## src/rtl/alu_nbit_seq.sv

```systemverilog
// rtl/alu_nbit_seq.sv - N-bit sequential ALU with valid/ready handshake and registered result/flags.
// Optional ALU_MUL_EN adds the multi-cycle shift-add MUL; without it sel=111 is single-cycle NOT a.
module alu_nbit_seq #(
  parameter int WIDTH = 8,
  parameter int SHW   = $clog2(WIDTH)
) (
  input  logic             clk,
  input  logic             rst,
  input  logic             in_valid,
  output logic             in_ready,
  input  logic [WIDTH-1:0] a,
  input  logic [WIDTH-1:0] b,
  input  logic [2:0]       sel,
  output logic             out_valid,
  input  logic             out_ready,
  output logic [WIDTH-1:0] y,
  output logic             zero,
  output logic             carry,
  output logic             ovf,
  output logic             busy
);
  localparam logic [2:0] OP_AND = 3'b000;
  localparam logic [2:0] OP_OR  = 3'b001;
  localparam logic [2:0] OP_XOR = 3'b010;
  localparam logic [2:0] OP_ADD = 3'b011;
  localparam logic [2:0] OP_SUB = 3'b100;
  localparam logic [2:0] OP_SLT = 3'b101;
  localparam logic [2:0] OP_SHL = 3'b110;
  localparam logic [2:0] OP_MUL = 3'b111;

  logic [WIDTH-1:0] y_q, y_d;
  logic             zero_q, zero_d;
  logic             carry_q, carry_d;
  logic             ovf_q, ovf_d;
  logic             out_valid_q, out_valid_d;

  logic [WIDTH:0]   sum, diff;
  logic [WIDTH-1:0] alu_y;
  logic             alu_c, alu_v;
  logic             accept, consume;

`ifdef ALU_MUL_EN
  localparam int CW = $clog2(WIDTH + 1);
  typedef enum logic {S_IDLE, S_MUL} state_t;
  state_t           state_q, state_d;
  logic [WIDTH-1:0] mcand_q, mcand_d;
  logic [WIDTH-1:0] mplier_q, mplier_d;
  logic [WIDTH-1:0] acc_q, acc_d;
  logic [CW-1:0]    cnt_q, cnt_d;

  assign in_ready = (state_q == S_IDLE) && (!out_valid_q || out_ready);
  assign busy     = (state_q == S_MUL);
`else
  assign in_ready = !out_valid_q || out_ready;
  assign busy     = 1'b0;
`endif

  assign accept    = in_valid && in_ready;
  assign consume   = out_valid_q && out_ready;
  assign out_valid = out_valid_q;
  assign y         = y_q;
  assign zero      = zero_q;
  assign carry     = carry_q;
  assign ovf       = ovf_q;

  always_comb begin
    sum   = {1'b0, a} + {1'b0, b};
    diff  = {1'b0, a} - {1'b0, b};
    alu_y = '0;
    alu_c = 1'b0;
    alu_v = 1'b0;
    case (sel)
      OP_AND: alu_y = a & b;
      OP_OR:  alu_y = a | b;
      OP_XOR: alu_y = a ^ b;
      OP_ADD: begin
        alu_y = sum[WIDTH-1:0];
        alu_c = sum[WIDTH];
        alu_v = (a[WIDTH-1] == b[WIDTH-1]) && (sum[WIDTH-1] != a[WIDTH-1]);
      end
      OP_SUB: begin
        // carry is the inverted borrow
        alu_y = diff[WIDTH-1:0];
        alu_c = ~diff[WIDTH];
        alu_v = (a[WIDTH-1] != b[WIDTH-1]) && (diff[WIDTH-1] != a[WIDTH-1]);
      end
      OP_SLT: alu_y = {{(WIDTH-1){1'b0}}, $signed(a) < $signed(b)};
      OP_SHL: alu_y = a << b[SHW-1:0];
      OP_MUL: begin
`ifdef ALU_MUL_EN
        alu_y = '0;
`else
        alu_y = ~a;
`endif
      end
      default: alu_y = '0;
    endcase
  end

  always_comb begin
    y_d         = y_q;
    zero_d      = zero_q;
    carry_d     = carry_q;
    ovf_d       = ovf_q;
    out_valid_d = out_valid_q;
`ifdef ALU_MUL_EN
    state_d  = state_q;
    mcand_d  = mcand_q;
    mplier_d = mplier_q;
    acc_d    = acc_q;
    cnt_d    = cnt_q;
`endif
    if (consume) out_valid_d = 1'b0;
    if (accept) begin
`ifdef ALU_MUL_EN
      if (sel == OP_MUL) begin
        state_d  = S_MUL;
        mcand_d  = a;
        mplier_d = b;
        acc_d    = '0;
        cnt_d    = CW'(WIDTH);
      end else
`endif
      begin
        y_d         = alu_y;
        zero_d      = (alu_y == '0);
        carry_d     = alu_c;
        ovf_d       = alu_v;
        out_valid_d = 1'b1;
      end
    end
`ifdef ALU_MUL_EN
    // counter always runs to zero so MUL latency is fixed at WIDTH+1
    else if (state_q == S_MUL) begin
      if (cnt_q == '0) begin
        y_d         = acc_q;
        zero_d      = (acc_q == '0);
        carry_d     = 1'b0;
        ovf_d       = 1'b0;
        out_valid_d = 1'b1;
        state_d     = S_IDLE;
      end else begin
        if (mplier_q[0]) acc_d = acc_q + mcand_q;
        mcand_d  = mcand_q << 1;
        mplier_d = mplier_q >> 1;
        cnt_d    = cnt_q - CW'(1);
      end
    end
`endif
  end

  always_ff @(posedge clk) begin
    if (rst) begin
      y_q         <= '0;
      zero_q      <= 1'b0;
      carry_q     <= 1'b0;
      ovf_q       <= 1'b0;
      out_valid_q <= 1'b0;
`ifdef ALU_MUL_EN
      state_q     <= S_IDLE;
      mcand_q     <= '0;
      mplier_q    <= '0;
      acc_q       <= '0;
      cnt_q       <= '0;
`endif
    end else begin
      y_q         <= y_d;
      zero_q      <= zero_d;
      carry_q     <= carry_d;
      ovf_q       <= ovf_d;
      out_valid_q <= out_valid_d;
`ifdef ALU_MUL_EN
      state_q     <= state_d;
      mcand_q     <= mcand_d;
      mplier_q    <= mplier_d;
      acc_q       <= acc_d;
      cnt_q       <= cnt_d;
`endif
    end
  end
endmodule

```

## config.mk

```make
export PLATFORM = sky130hd
export DESIGN_NAME = alu_nbit_seq
export DESIGN_NICKNAME = d
export VERILOG_FILES = /design/src/rtl/alu_nbit_seq.sv
export SDC_FILE = /design/constraint.sdc
export NUM_CORES = 1
export LEC_CHECK = 0
export CELL_PAD_IN_SITES_DETAIL_PLACEMENT = 0
export CELL_PAD_IN_SITES_GLOBAL_PLACEMENT = 2
export CORE_MARGIN = 2
export CORE_UTILIZATION = 31
export DETAILED_ROUTE_END_ITERATION = 10
export GPL_ROUTABILITY_DRIVEN = 0
export PLACE_DENSITY_LB_ADDON = 0.1
export SYNTH_ARGS = -nofsm -noshare
export SYNTH_HDL_FRONTEND = slang
export SYNTH_SLANG_ARGS = --single-unit
export TNS_END_PERCENT = 50
```

## constraint.sdc

```tcl
create_clock -name clk -period 3.3 [get_ports clk]
set_input_delay 0.33 -clock clk [delete_from_list [all_inputs] [get_ports clk]]
set_output_delay 0.33 -clock clk [all_outputs]
set_load 0.005 [all_outputs]
```

==> flow_summary.json, run 1 <==
{
  "run_status": "finished clean",
  "tritoncts": "done",
  "vdd_ir_drop_max_mv": 0.1019,
  "effective_utilization_at_floorplan_pct": 31.50,
  "cts_inserted_buffers": 3,
  "synth.yosys.warnings": 0,
  "cts_hold_repair.buffers": 0,
  "worstSetupEndpointType": "flip-flop",
  "grt_setup_unrepaired": "no",
  "syn_inst": 283,
  "worst-endpoint-arrival_ns": 3.24,
  "final-seq-area_sq_um": 240.2,
  "synth_top_area_share_pct": 14.86,
  "hold_path_depth": 2,
  "yosys.area.top_type": "ha_1",
  "cp.required_ns": 3.46,
  "power.share.sequential_pct": 24.6,
  "synth_most_common_cell": "a21oi_1",
  "holdCritPathClass": "flip-flop to flip-flop",
  "drt_pre_antenna_iters": 4,
  "drtIter0Drc": 93,
  "final_layout_size_suffix_gt1_share_pct": 13.10,
  "largest_net_degree_at_the_start_of_global_routing": 25,
  "grt_overflow": 0,
  "synth_to_layout_area_growth_pct": 30.68,
  "power.static_leakage_nw": 1.205,
  "worstPathCellList": "clkdlybuf4s50_1 > ha_1 > inv_1 > fa_1 > nor2b_1 > o311a_1 > mux2_1 > or4_1 > a21oi_1 > nand2_1 > o31ai_2",
  "nets": 388,
  "hpwl_mm": 5.613,
  "critical_path.slowest_cell": "clkdlybuf4s50_1",
  "via_per_inst": 5.445,
  "gr-usage-all-layers_pct": 19.01,
  "pwr_density_mw_per_mm2": 237.9,
  "clockRootBuffer": "clkbuf_8",
  "synth_common_cells": "a21oi_1, nor2_1, ha_1",
  "grt_pass1_vias": 2187,
  "io_pins": 37,
  "finalCriticalPeriod_ns": 3.086,
  "cts_resized": 0,
  "clock_slew_seen_by_the_registers_of_the_worst_setup_and_hold_paths_ns": 0.05,
  "multi_input_comb_area_sq_mm": 0.001675,
  "timing.max_cap.violations": 0,
  "critical_path_class": "primary input to flip-flop",
  "critical_path.startpoint_type": "primary input",
  "postSynthAreaPerCell_sq_um": 7.436,
  "p_switching_mw": 0.2442,
  "synth-seq-cells": 12,
  "yosysUniqueCellTypes": 59,
  "synth-edff-count": 0,
  "routedWlPerCell_microns": 16.44,
  "finalSetupTns_ns": 0,
  "portBuffers": 35,
  "crit-reg2reg-launch": "out_valid$_SDFFE_PP0P_",
  "cts-htree-levels": 1,
  "comb_power_share_pct": 56.1,
  "post-cts-setup-buffer-count": 0,
  "slew_violations": 0,
  "register_area_share_after_synthesis_pct": 11.41,
  "grt_first_pass_wirelength_mm": 11.44,
  "worst_slew_margin_rel_pct": 44.29,
  "r2r_setup_slack_ns": 1.30,
  "drcViolationCount": 0,
  "sw_frac_of_total_pct": 37.33,
  "via_count": 2265,
  "clockBufferDepth": 2,
  "critical_path.max_fanout": 3,
  "period_share_pct": 93.51,
  "antenna-diode-count": 0,
  "timing.hold.worst_endpoint": "ovf$_SDFFE_PP0P_",
  "final_hold_viol_count": 0,
  "core_area_sq_mm": 0.006681,
  "clock_sink_count": 12,
  "power_frac_clock_pct": 19.4,
  "synth_ff_type": "dfxtp_1",
  "num-fill-cells": 729,
  "timing.fmax_mhz": 324.1,
  "placementRows": 30,
  "timing.reg2reg.worst_path_depth": 7,
  "clk_latency_ns": 0.23,
  "die_h_microns": 86.40,
  "async_reset_ff_share_pct": 0,
  "postSynthNetCount": 333,
  "post_synth_main_area_contributors": "ha_1, dfxtp_1, a21oi_1, mux4_1, nor2_1",
  "antenna_violating_nets_post_route": 0,
  "fp.dieArea_sq_mm": 0.007464,
  "setup_violations": 0,
  "timing.hold.worst.start": "ovf$_SDFFE_PP0P_",
  "final_core_util_pct": 41.16,
  "floorplan.die.width_microns": 86.40,
  "crit_path_max_incr_delay_ns": 0.51,
  "grt_antenna_before_repair": 0,
  "p_int_mw": 0.4100,
  "worst_r2r_endpoint": "zero$_SDFFE_PP0P_",
  "netlist_area_sq_mm": 0.002105,
  "finalWirelength_mm": 6.838,
  "tightest_slew_ns": 0.8292,
  "finClkSkew_ns": 0.003537
}
registers in the layout, summed over array words and instances, names as in the netlist:
signal     flops
zero           1
y              8
ovf            1
out_valid      1
carry          1
worst max-delay path by stage:
| stage | startpoint | to | slack (ns) | cells past startpoint |
|---|---|---|---|---|
| after floorplan | b[1] | zero$_SDFFE_PP0P_ | 0.65 | 10 |
| after global placement | b[0] | zero$_SDFFE_PP0P_ | 0.05 | 11 |
| after detailed placement | b[0] | zero$_SDFFE_PP0P_ | -0.002 | 11 |
| after CTS | b[0] | zero$_SDFFE_PP0P_ | 0.22 | 11 |
| after global routing | b[0] | zero$_SDFFE_PP0P_ | 0.04 | 11 |
| final | b[0] | zero$_SDFFE_PP0P_ | 0.21 | 11 |
stage by stage:
step | power, mW | instances | setup WS (ns) | hold slack [ns] | instance area [sq um]
after detailed placement | 0.5299 | 413 | -0.002385 | 0.4471 | 2709
after CTS | 0.6607 | 416 | 0.2219 | 0.4542 | 2750
after global routing | 0.7058 | 416 | 0.04136 | 0.4769 | 2750
after global placement | 0.5311 | 413 | 0.04544 | 0.4437 | 2709
final | 0.6542 | 416 | 0.2143 | 0.4494 | 2750
after floorplan | 0.3762 | 283 | 0.6469 | 0.4021 | 2105
placed cells by master (no fill, tap or decap), types with 4 or more instances in the layout:
| cell type | Yosys | routed |
|---|---|---|
| o21ai_0 | 8 | 8 |
| nor2b_1 | 6 | 6 |
| a21oi_1 | 29 | 29 |
| a211oi_1 | 5 | 5 |
| inv_1 | 24 | 24 |
| ha_1 | 25 | 25 |
| nor3_1 | 12 | 12 |
| nor2_1 | 26 | 26 |
| buf_4 | 4 | 31 |
| nor3b_1 | 4 | 4 |
| nand3_1 | 4 | 4 |
| mux4_1 | 5 | 5 |
| nand2_1 | 20 | 20 |
| and3_1 | 4 | 4 |
| o221ai_1 | 5 | 5 |
| a22oi_1 | 4 | 4 |
| nand2b_1 | 6 | 6 |
| dfxtp_1 | 12 | 12 |
| clkdlybuf4s50_1 | 0 | 35 |
power by group through the flow:
stage	clock network [mW]	registers (mW)	logic (mW)
floorplan	0	0.165	0.211
global placement	0	0.164	0.368
detailed placement	0	0.164	0.366
CTS	0.132	0.161	0.368
global route	0.136	0.162	0.408
finish	0.127	0.161	0.367
final cells by class:
cell class	instances	share of cell area (%)
Clock buffer	3	1.501
Inverter	24	3.276
Multi-Input combinational cell	230	60.92
Sequential cell	12	8.735
Tap cell	80	3.640
Timing Repair Buffer	67	21.93
critical path, delay by kind of cell:
kind            cells  cell delay, ns
simple gates        3            0.73
mux                 1            0.31
buf+inv             2            0.56
fa+ha+maj           2            0.55
compound gates      3            0.74
routing by layer:
| metal | wire length [microns] | vias up | GRT usage (%) | share of wire (%) |
|---|---|---|---|---|
| met2 | 3037 | 69 | 29.51 | 44 |
| li1 | - | 1141 | - | - |
| met5 | 0 | - | 0 | 0 |
| met4 | 106 | 0 | 5.114 | 1.6 |
| met1 | 3368 | 1043 | 28.19 | 49 |
| met3 | 325 | 12 | 1.524 | 4.8 |
cells by family after synthesis:
| kind of cell | count (synthesis) | synth area share [%] |
|---|---|---|
| simple gates | 105 | 25.80 |
| compound gates | 83 | 26.58 |
| buf+inv | 41 | 8.977 |
| fa+ha+maj | 27 | 16.77 |
| flops | 12 | 11.41 |
| mux | 9 | 8.205 |
| xor+xnor | 5 | 2.081 |
| other cells | 1 | 0.1782 |
No activity file was read; power rests on OpenSTA's default activity.
==> run 2, diff against run 1 <==
--- a/config.mk
+++ b/config.mk
@@ -12,6 +12,7 @@
 export DETAILED_ROUTE_END_ITERATION = 10
 export GPL_ROUTABILITY_DRIVEN = 0
 export PLACE_DENSITY_LB_ADDON = 0.1
+export RECOVER_POWER = 50
 export SYNTH_ARGS = -nofsm -noshare
 export SYNTH_HDL_FRONTEND = slang
 export SYNTH_SLANG_ARGS = --single-unit
==> run 2 against run 1 <==
Compared with the run above:
- core utilization unchanged
- global-route usage unchanged
- sequential share of layout area unchanged
- routed wire length about the same
- clock power about the same
- setup slack about the same
- combinational power down 1%
- highest routed layer unchanged
==> flow_summary.json, run 2 (synthesized netlist as in run 1, its figures left out) <==
{
  "run_status": "finished clean",
  "finalCriticalPeriod_ns": 3.086,
  "fp.dieArea_sq_mm": 0.007464,
  "worst_r2r_endpoint": "zero$_SDFFE_PP0P_",
  "drtIter0Drc": 93,
  "cts_inserted_buffers": 3,
  "crit-reg2reg-launch": "out_valid$_SDFFE_PP0P_",
  "nets": 388,
  "grt_overflow": 0,
  "clockBufferDepth": 2,
  "global_route.usage.met3_pct": 1.524,
  "drcViolationCount": 0,
  "drt_pre_antenna_iters": 4,
  "critical_path.startpoint_type": "primary input",
  "antenna-diode-count": 0,
  "clock_sink_count": 12,
  "placementRows": 30,
  "io_pins": 37,
  "timing.reg2reg.worst_path_depth": 7,
  "largest_net_degree_at_the_start_of_global_routing": 25,
  "critical_path.max_fanout": 3,
  "gr_layer_usage_met1_pct": 28.19,
  "num-fill-cells": 729,
  "core_area_sq_mm": 0.006681,
  "timing.fmax_mhz": 324.1,
  "tightest_slew_ns": 0.8295,
  "worst-endpoint-arrival_ns": 3.24,
  "grt_first_pass_wirelength_mm": 11.44,
  "final_cell_mix": "buf_4, a21oi_1, nor2_1",
  "cp.required_ns": 3.46,
  "floorplan.die.width_microns": 86.40,
  "hold_ws_ns": 0.4465,
  "via_count": 2265,
  "met2_usage_pct": 29.51,
  "via_per_inst": 5.445,
  "critical_path_class": "primary input to flip-flop",
  "worstSetupEndpointType": "flip-flop",
  "antenna_violating_nets_post_route": 0,
  "setup_violations": 0,
  "slew_violations": 0,
  "worst_slew_margin_rel_pct": 44.27,
  "synth_to_layout_area_growth_pct": 30.68,
  "holdCritPathClass": "flip-flop to flip-flop",
  "grt_pass1_vias": 2187,
  "clockRootBuffer": "clkbuf_8",
  "cts-htree-levels": 1,
  "final_hold_viol_count": 0,
  "busiest_layer": "met2",
  "max_reg_flops": 8,
  "portBuffers": 35,
  "gr-usage-all-layers_pct": 19.01,
  "cts_hold_repair.buffers": 0,
  "effective_utilization_at_floorplan_pct": 31.50,
  "finalWirelength_mm": 6.839,
  "tritoncts": "done",
  "timing.hold.worst.start": "ovf$_SDFFE_PP0P_",
  "pwr_density_mw_per_mm2": 236.4,
  "layout.cells.most_common": "buf_4",
  "post-cts-setup-buffer-count": 0,
  "timing.hold.worst_endpoint": "ovf$_SDFFE_PP0P_",
  "finalSetupTns_ns": 0,
  "hpwl_mm": 5.613,
  "routedWlPerCell_microns": 16.44,
  "power.static_leakage_nw": 1.234,
  "finClkSkew_ns": 0.003537,
  "vdd_ir_drop_max_mv": 0.1018,
  "period_share_pct": 93.51,
  "r2r_setup_slack_ns": 1.30,
  "grt_setup_unrepaired": "no",
  "timing.max_cap.violations": 0,
  "final_layout_size_suffix_gt1_share_pct": 13.10,
  "clk_latency_ns": 0.23,
  "die_h_microns": 86.40,
  "clock_slew_seen_by_the_registers_of_the_worst_setup_and_hold_paths_ns": 0.05,
  "grt_antenna_before_repair": 0,
  "hold_path_depth": 2,
  "cts_resized": 0
}
## run 2: how the worst max path moves through the flow
| stage | slack (ns) | start | cells after the start | to |
|---|---|---|---|---|
| 2_1_floorplan | 0.65 | b[1] | 10 | zero$_SDFFE_PP0P_ |
| 3_3_place_gp | 0.05 | b[0] | 11 | zero$_SDFFE_PP0P_ |
| 3_5_place_dp | -0.002 | b[0] | 11 | zero$_SDFFE_PP0P_ |
| 4_1_cts | 0.22 | b[0] | 11 | zero$_SDFFE_PP0P_ |
| 5_1_grt | 0.04 | b[0] | 11 | zero$_SDFFE_PP0P_ |
| 6_report | 0.21 | b[0] | 11 | zero$_SDFFE_PP0P_ |
## run 2: final cells by class
type | count | area, sq um | area share (%)
clock buffers | 3 | 41.29 | 1.501
inverters | 24 | 90.09 | 3.276
multi-input cells | 230 | 1675 | 60.92
flip-flops and latches | 12 | 240.2 | 8.735
well taps | 80 | 100.1 | 3.640
repair buffers | 67 | 603.1 | 21.93
## run 2: routing by layer
layer  routed length (microns)  vias to the layer above
met4                       106                        0
met5                         0                        -
met1                      3374                     1044
met3                       311                       12
li1                          -                     1143
met2                      3046                       66
## run 2: per-stage QoR
stage                     setup slack (ns)  cell area [sq um]  instances  power (mW)  utilization [%]
after floorplan                     0.6469               2105        283      0.3762                -
after global placement             0.04544               2709        413      0.5311            40.54
final                               0.2143               2750        416      0.6501            41.16
after detailed placement         -0.002385               2709        413      0.5299            40.54
after CTS                           0.2219               2750        416      0.6607            41.16
after global routing               0.04136               2750        416      0.7017            41.16
## run 2: where the power goes
group	internal (mW)	total [mW]	switching, mW
registers	0.156	0.160	0.00421
clock network	0.0798	0.127	0.0468
logic	0.170	0.363	0.193
total	0.406	0.650	0.244
## run 2: worst max-delay path, cell delays in order
cell	delay, ns
clkdlybuf4s50_1	0.51
ha_1	0.18
inv_1	0.05
fa_1	0.37
nor2b_1	0.17
o311a_1	0.33
mux2_1	0.31
or4_1	0.47
a21oi_1	0.25
nand2_1	0.09
o31ai_2	0.16
